**config.mk**
```make
export PLATFORM = sky130hd
export DESIGN_NAME = button_debounce
export DESIGN_NICKNAME = d
export VERILOG_FILES = /design/src/rtl/button_debounce.sv
export SDC_FILE = /design/constraint.sdc
export NUM_CORES = 1
export LEC_CHECK = 0
export CORE_AREA = 2 2 124 102
export DETAILED_ROUTE_END_ITERATION = 6
export DIE_AREA = 0 0 126 104
export GPL_TIMING_DRIVEN = 0
export HOLD_SLACK_MARGIN = 0.03
export PLACE_DENSITY_LB_ADDON = 0.05
export SLEW_MARGIN = 20
export SYNTH_ARGS = -nofsm -noshare
export SYNTH_HDL_FRONTEND = slang
export SYNTH_SLANG_ARGS = --single-unit
```
**constraint.sdc**
```tcl
create_clock -name clk -period 3.2 [get_ports clk]
set_input_delay 0.32 -clock clk [delete_from_list [all_inputs] [get_ports clk]]
set_output_delay 0.32 -clock clk [all_outputs]
set_load 0.02 [all_outputs]
```
**src/rtl/button_debounce.sv**
```systemverilog
// Four-channel push-button synchroniser and debouncer with per-channel press pulses.
// Optional feature macro: BTN_ACTIVE_LOW_EN (invert raw pads for pull-up buttons).
//
// state  | meaning
// -------+-----------------------------------------------
// REL    | stable released, btn_level=0
// P_WAIT | candidate press, counting stable high samples
// PRS    | stable pressed, btn_level=1
// R_WAIT | candidate release, counting stable low samples
module button_debounce #(
  parameter int DEBOUNCE_CYCLES = 500000,
  parameter int CNT_W           = 24
) (
  input  logic       clk,
  input  logic       reset,
  input  logic [3:0] button,
  output logic [3:0] btn_level,
  output logic [3:0] btn_press,
  output logic       press_any,
  output logic [1:0] press_idx
);

  typedef enum logic [1:0] {
    REL    = 2'd0,
    P_WAIT = 2'd1,
    PRS    = 2'd2,
    R_WAIT = 2'd3
  } state_t;

  localparam logic [CNT_W-1:0] TC = CNT_W'(DEBOUNCE_CYCLES - 2);

  logic [3:0]       pad;
  logic [3:0]       s1;
  logic [3:0]       s2;
  state_t           state     [4];
  state_t           state_nxt [4];
  logic [CNT_W-1:0] cnt       [4];
  logic [CNT_W-1:0] cnt_nxt   [4];
  logic [3:0]       level_nxt;
  logic [3:0]       press_nxt;

`ifdef BTN_ACTIVE_LOW_EN
  // Pull-up pads read 0 when pressed; the flops still hold logical "pressed".
  assign pad = ~button;
`else
  assign pad = button;
`endif

  always_ff @(posedge clk) begin
    if (reset) begin
      s1        <= '0;
      s2        <= '0;
      btn_level <= '0;
      btn_press <= '0;
      for (int i = 0; i < 4; i++) begin
        state[i] <= REL;
        cnt[i]   <= '0;
      end
    end else begin
      s1        <= pad;
      s2        <= s1;
      btn_level <= level_nxt;
      btn_press <= press_nxt;
      for (int i = 0; i < 4; i++) begin
        state[i] <= state_nxt[i];
        cnt[i]   <= cnt_nxt[i];
      end
    end
  end

  always_comb begin
    level_nxt = '0;
    press_nxt = '0;
    for (int i = 0; i < 4; i++) begin
      state_nxt[i] = state[i];
      cnt_nxt[i]   = cnt[i];
      case (state[i])
        REL: begin
          if (s2[i]) begin
            state_nxt[i] = P_WAIT;
            cnt_nxt[i]   = '0;
          end
        end
        P_WAIT: begin
          if (!s2[i]) begin
            state_nxt[i] = REL;
            cnt_nxt[i]   = '0;
          end else if (cnt[i] == TC) begin
            state_nxt[i] = PRS;
            cnt_nxt[i]   = '0;
            press_nxt[i] = 1'b1;
          end else begin
            cnt_nxt[i] = cnt[i] + 1'b1;
          end
        end
        PRS: begin
          if (!s2[i]) begin
            state_nxt[i] = R_WAIT;
            cnt_nxt[i]   = '0;
          end
        end
        R_WAIT: begin
          if (s2[i]) begin
            state_nxt[i] = PRS;
            cnt_nxt[i]   = '0;
          end else if (cnt[i] == TC) begin
            state_nxt[i] = REL;
            cnt_nxt[i]   = '0;
          end else begin
            cnt_nxt[i] = cnt[i] + 1'b1;
          end
        end
        default: begin
          state_nxt[i] = REL;
          cnt_nxt[i]   = '0;
        end
      endcase
      level_nxt[i] = (state_nxt[i] == PRS) || (state_nxt[i] == R_WAIT);
    end
  end

  assign press_any = |btn_press;

  // Channel 0 wins when several pulse together.
  always_comb begin
    press_idx = 2'd0;
    if (btn_press[0])      press_idx = 2'd0;
    else if (btn_press[1]) press_idx = 2'd1;
    else if (btn_press[2]) press_idx = 2'd2;
    else if (btn_press[3]) press_idx = 2'd3;
  end

endmodule

```
==> summary.txt <==
STA
  • Unrepaired setup endpoints after global routing: no
  • Final setup violation count: 0
  • Final hold slack: approximately 440 ps
  • Total negative slack for setup checks: 0 ps
  • Maximum operating frequency: between 300 and 400 MHz
  • Final Hold Vio Count: 0
  • Final number of max-transition violations: 0
  • Worst max-slew margin expressed relative to the limit: 0.442
  • Slack of the critical path: approximately 440 ps
  • Final Cycle Share: 0.862
  • Worst setup skew after layout: 9.93 ps
  • Clock period minus worst slack: roughly 2800 ps
  • Actual transition at the worst max-transition pin: ~830 ps

Clock network
  • Number of buffers added by the clock tree synthesis step: 17
  • CTS Root Cell: sky130_fd_sc_hd__clkbuf_16
  • CTS resizes: 0
  • CTS HTree Levels: 4
  • Sinks on the clock net: about 120
  • TritonCTS clock tree: built
  • Clock latency reported for the late side of the worst-skew pair: ~420 ps
  • Clock tree buffer depth: 2
  • Hold-fix buffers at CTS: 0
  • CTS clk-pin slew, worst paths: around 50 ps
  • Number of buffers inserted by post-CTS setup repair: 0

Critical path
  • Standard cell with the maximum stage delay on the critical path: sky130_fd_sc_hd__mux2i_1
  • Reg-to-reg startpoint: s2[3]
  • Number of cell instances on the worst register-to-register path: 7
  • Maximum net fanout on the critical path: 10
  • Cell mode on critical path: sky130_fd_sc_hd__clkbuf_1
  • Kind of start point of the critical path: register
  • Type of the worst setup path: register to register
  • Endpoint of the lowest-slack register-to-register path: cnt[3][16]
  • Crit-path cells: clkbuf_1 -> mux2i_1 -> inv_1 -> o21ai_0 -> a21o_1 -> clkbuf_1 -> a21oi_1
  • Data required, critical path: approximately 3500 ps
  • Critical Path End Type: register
  • Largest stage delay, worst path: ~570 ps
  • CP Data Arrival Time: 3040 ps
  • Setup slack, reg-to-reg: roughly 440 ps

Global routing
  • Met2 usage in global routing: 0.314
  • Number of antenna violations at the first check in global routing: 0
  • Maximum number of pins on one net before global-route repair: 17
  • Remaining global-route overflow: 0
  • Total track usage: 0.202
  • GR Layer Usage met1: 0.274
  • Met3 GRT Util: 0.0561
  • Peak-usage layer in the global routing report: met2
  • Global-route wire length before repair: roughly 22 mm
  • Via count of the first global-routing pass: between 4000 and 5000

Outcome
  • Outcome: finished, final reports clean

Routing
  • Number of DRC violations after detailed-routing iteration 0: about 250
  • WL/cell: 14.5 um
  • Average via count per standard cell: approximately 5.6
  • Via count: 5005
  • Count of antenna-violating nets left after detailed routing: 0
  • Count of unresolved DRC violations after routing: 0
  • Length of the first detailed-routing pass in iterations: 4
  • Routed WL: approximately 13 mm

Power
  • Cell area power density: ~560 nW/um2
  • Leakage Power: roughly 2.3 nW
  • Worst ir drop on vdd: about 0.43 mV

Cells and area
  • Top library cells by usage in the layout, fill and taps aside: sky130_fd_sc_hd__dfxtp_1, sky130_fd_sc_hd__nor2_1, sky130_fd_sc_hd__nand2_1
  • Fraction of layout instances using a drive strength above 1: 0.0566
  • Area growth syn-to-layout: 15.2%
  • Filler instances: ~1100
  • Most common library cell in the layout ignoring fill and taps: sky130_fd_sc_hd__dfxtp_1
  • Area of all sequential standard cells: around 2400 um2
  • Number of nets in the layout: between 700 and 800
  • Final design utilization: 0.567
  • Number of antenna repair diodes: 0
  • Area of the multi-input gates: 3240 um2

Logic synthesis
  • Distinct cell type count after synthesis: 55
  • Post-Syn Area: slightly below 6000 um2
  • Post-Syn Nets: 719
  • Async set-or-reset flop fraction in the synthesized netlist: 0
  • Number of enable-type register cells in the synthesized netlist: 0
  • Syn. warnings: 0
  • Most common flop cell mapped by yosys: sky130_fd_sc_hd__dfxtp_1
  • Count of mapped cells out of synthesis: between 600 and 700
  • Number of flip-flops and latches in the synthesized netlist: between 100 and 150
  • Share of synthesized area occupied by flip-flops and latches: 0.407
  • Syn Area/Cell: between 8 and 9 um2

Flow run
  • Max-cap check violation count: 0

Placement
  • Buffers on Ports: 16
  • GP Congestion: around 0.87
  • Detail Placement HPWL: about 9.0 mm
  • Post-Place Worst Slack: around 470 ps

Min path
  • Hold worst-path end: s2[2]
  • Worst min-delay path startpoint: s1[2]
  • Hold-critical path depth: 1
  • Worst min path class: register to register

Floorplanning
  • Die footprint: around 13000 um2
  • Top Ports: 17
  • Width of the die: 126 um
  • Placeable core region: around 12000 um2
  • Std-Cell Rows: 36
  • Die height: about 100 um
  • Initial standard-cell utilization of the core: 0.492
critical path, delay by kind of cell, from the launching register on:
family / cells / cell delay (ps)
flip-flops: 1 / 310
multiplexers: 1 / 570
AO/OA/AOI/OAI: 3 / 730
buffers and inverters: 3 / 990
area by class of cell:
type | instances | share of cell area
Sequential cell | 119 | 0.353
Clock inverter | 4 | 0.00668
Timing Repair Buffer | 16 | 0.0237
Buffer | 27 | 0.0182
Clock buffer | 25 | 0.0735
Multi-Input combinational cell | 522 | 0.480
Tap cell | 152 | 0.0282
Inverter | 29 | 0.0161
state kept, by name, indices dropped and copies added (netlist names):
name / cells
btn_press: 4
btn_level: 4
cnt: 96
s1: 4
s2: 4
state: 7
stage by stage:
step / instance area, um2 / instances / power, mW
after global placement: 6200 / 865 / 2.05
after global routing: 6750 / 894 / 3.96
final: 6750 / 894 / 3.80
after floorplan: 5850 / 697 / 1.93
after CTS: 6750 / 894 / 3.84
after detailed placement: 6200 / 865 / 2.06
cell families (layout without fill, tap and decap cells):
group / after synthesis / count (layout) / synth area share
multiplexers: 3 / 3 / 0.00513
adder cells (fa/ha/maj): 16 / 16 / 0.0342
AND/OR/NAND/NOR: 357 / 357 / 0.322
XOR/XNOR: 75 / 75 / 0.112
AO/OA/AOI/OAI: 71 / 71 / 0.0795
flip-flops: 119 / 119 / 0.407
buffers and inverters: 56 / 101 / 0.0395
worst max path at each step:
stage | start | endpoint | slack [ps] | depth (start not counted)
6_report | s2[3] | cnt[3][16] | 440 | 7
4_1_cts | s2[3] | cnt[3][16] | 480 | 7
3_5_place_dp | s2[3] | cnt[3][2] | 470 | 7
3_3_place_gp | s2[3] | cnt[3][11] | 460 | 7
5_1_grt | s2[3] | cnt[3][11] | 180 | 7
2_1_floorplan | cnt[0][9] | cnt[0][23] | 930 | 5
cell usage after synthesis, drive strengths merged, types with 5 or more instances:
| library cell | count | area share |
|---|---|---|
| xnor2 | 43 | 0.064 |
| dfxtp | 119 | 0.41 |
| inv | 29 | 0.019 |
| or4 | 9 | 0.013 |
| a21oi | 20 | 0.017 |
| o211ai | 5 | 0.0064 |
| and3 | 16 | 0.017 |
| and4 | 7 | 0.010 |
| o21ai | 16 | 0.014 |
| or4b | 6 | 0.010 |
| a31oi | 5 | 0.0053 |
| nor4b | 10 | 0.015 |
| nand3 | 34 | 0.029 |
| ha | 16 | 0.034 |
| nor4 | 20 | 0.021 |
| nor2 | 107 | 0.069 |
| buf | 9 | 0.0094 |
| and2 | 5 | 0.0053 |
| nor2b | 12 | 0.013 |
| nand4 | 33 | 0.038 |
| clkbuf | 18 | 0.012 |
| nor3 | 24 | 0.021 |
| nor3b | 7 | 0.0090 |
| nand2 | 52 | 0.033 |
| xor2 | 32 | 0.048 |
power by group:
part | switching, mW | internal, mW | leakage, nW
clock | 0.638 | 1.13 | 0.269
sequential | 0.0466 | 1.54 | 0.961
combinational | 0.291 | 0.163 | 1.07
total | 0.976 | 2.83 | 2.30
metal layers:
metal,routed length [um],up-vias
li1,-,2532
met2,5880,104
met5,0,-
met4,122,0
met3,576,11
met1,6410,2358
No activity file was read; power rests on OpenSTA's default activity.
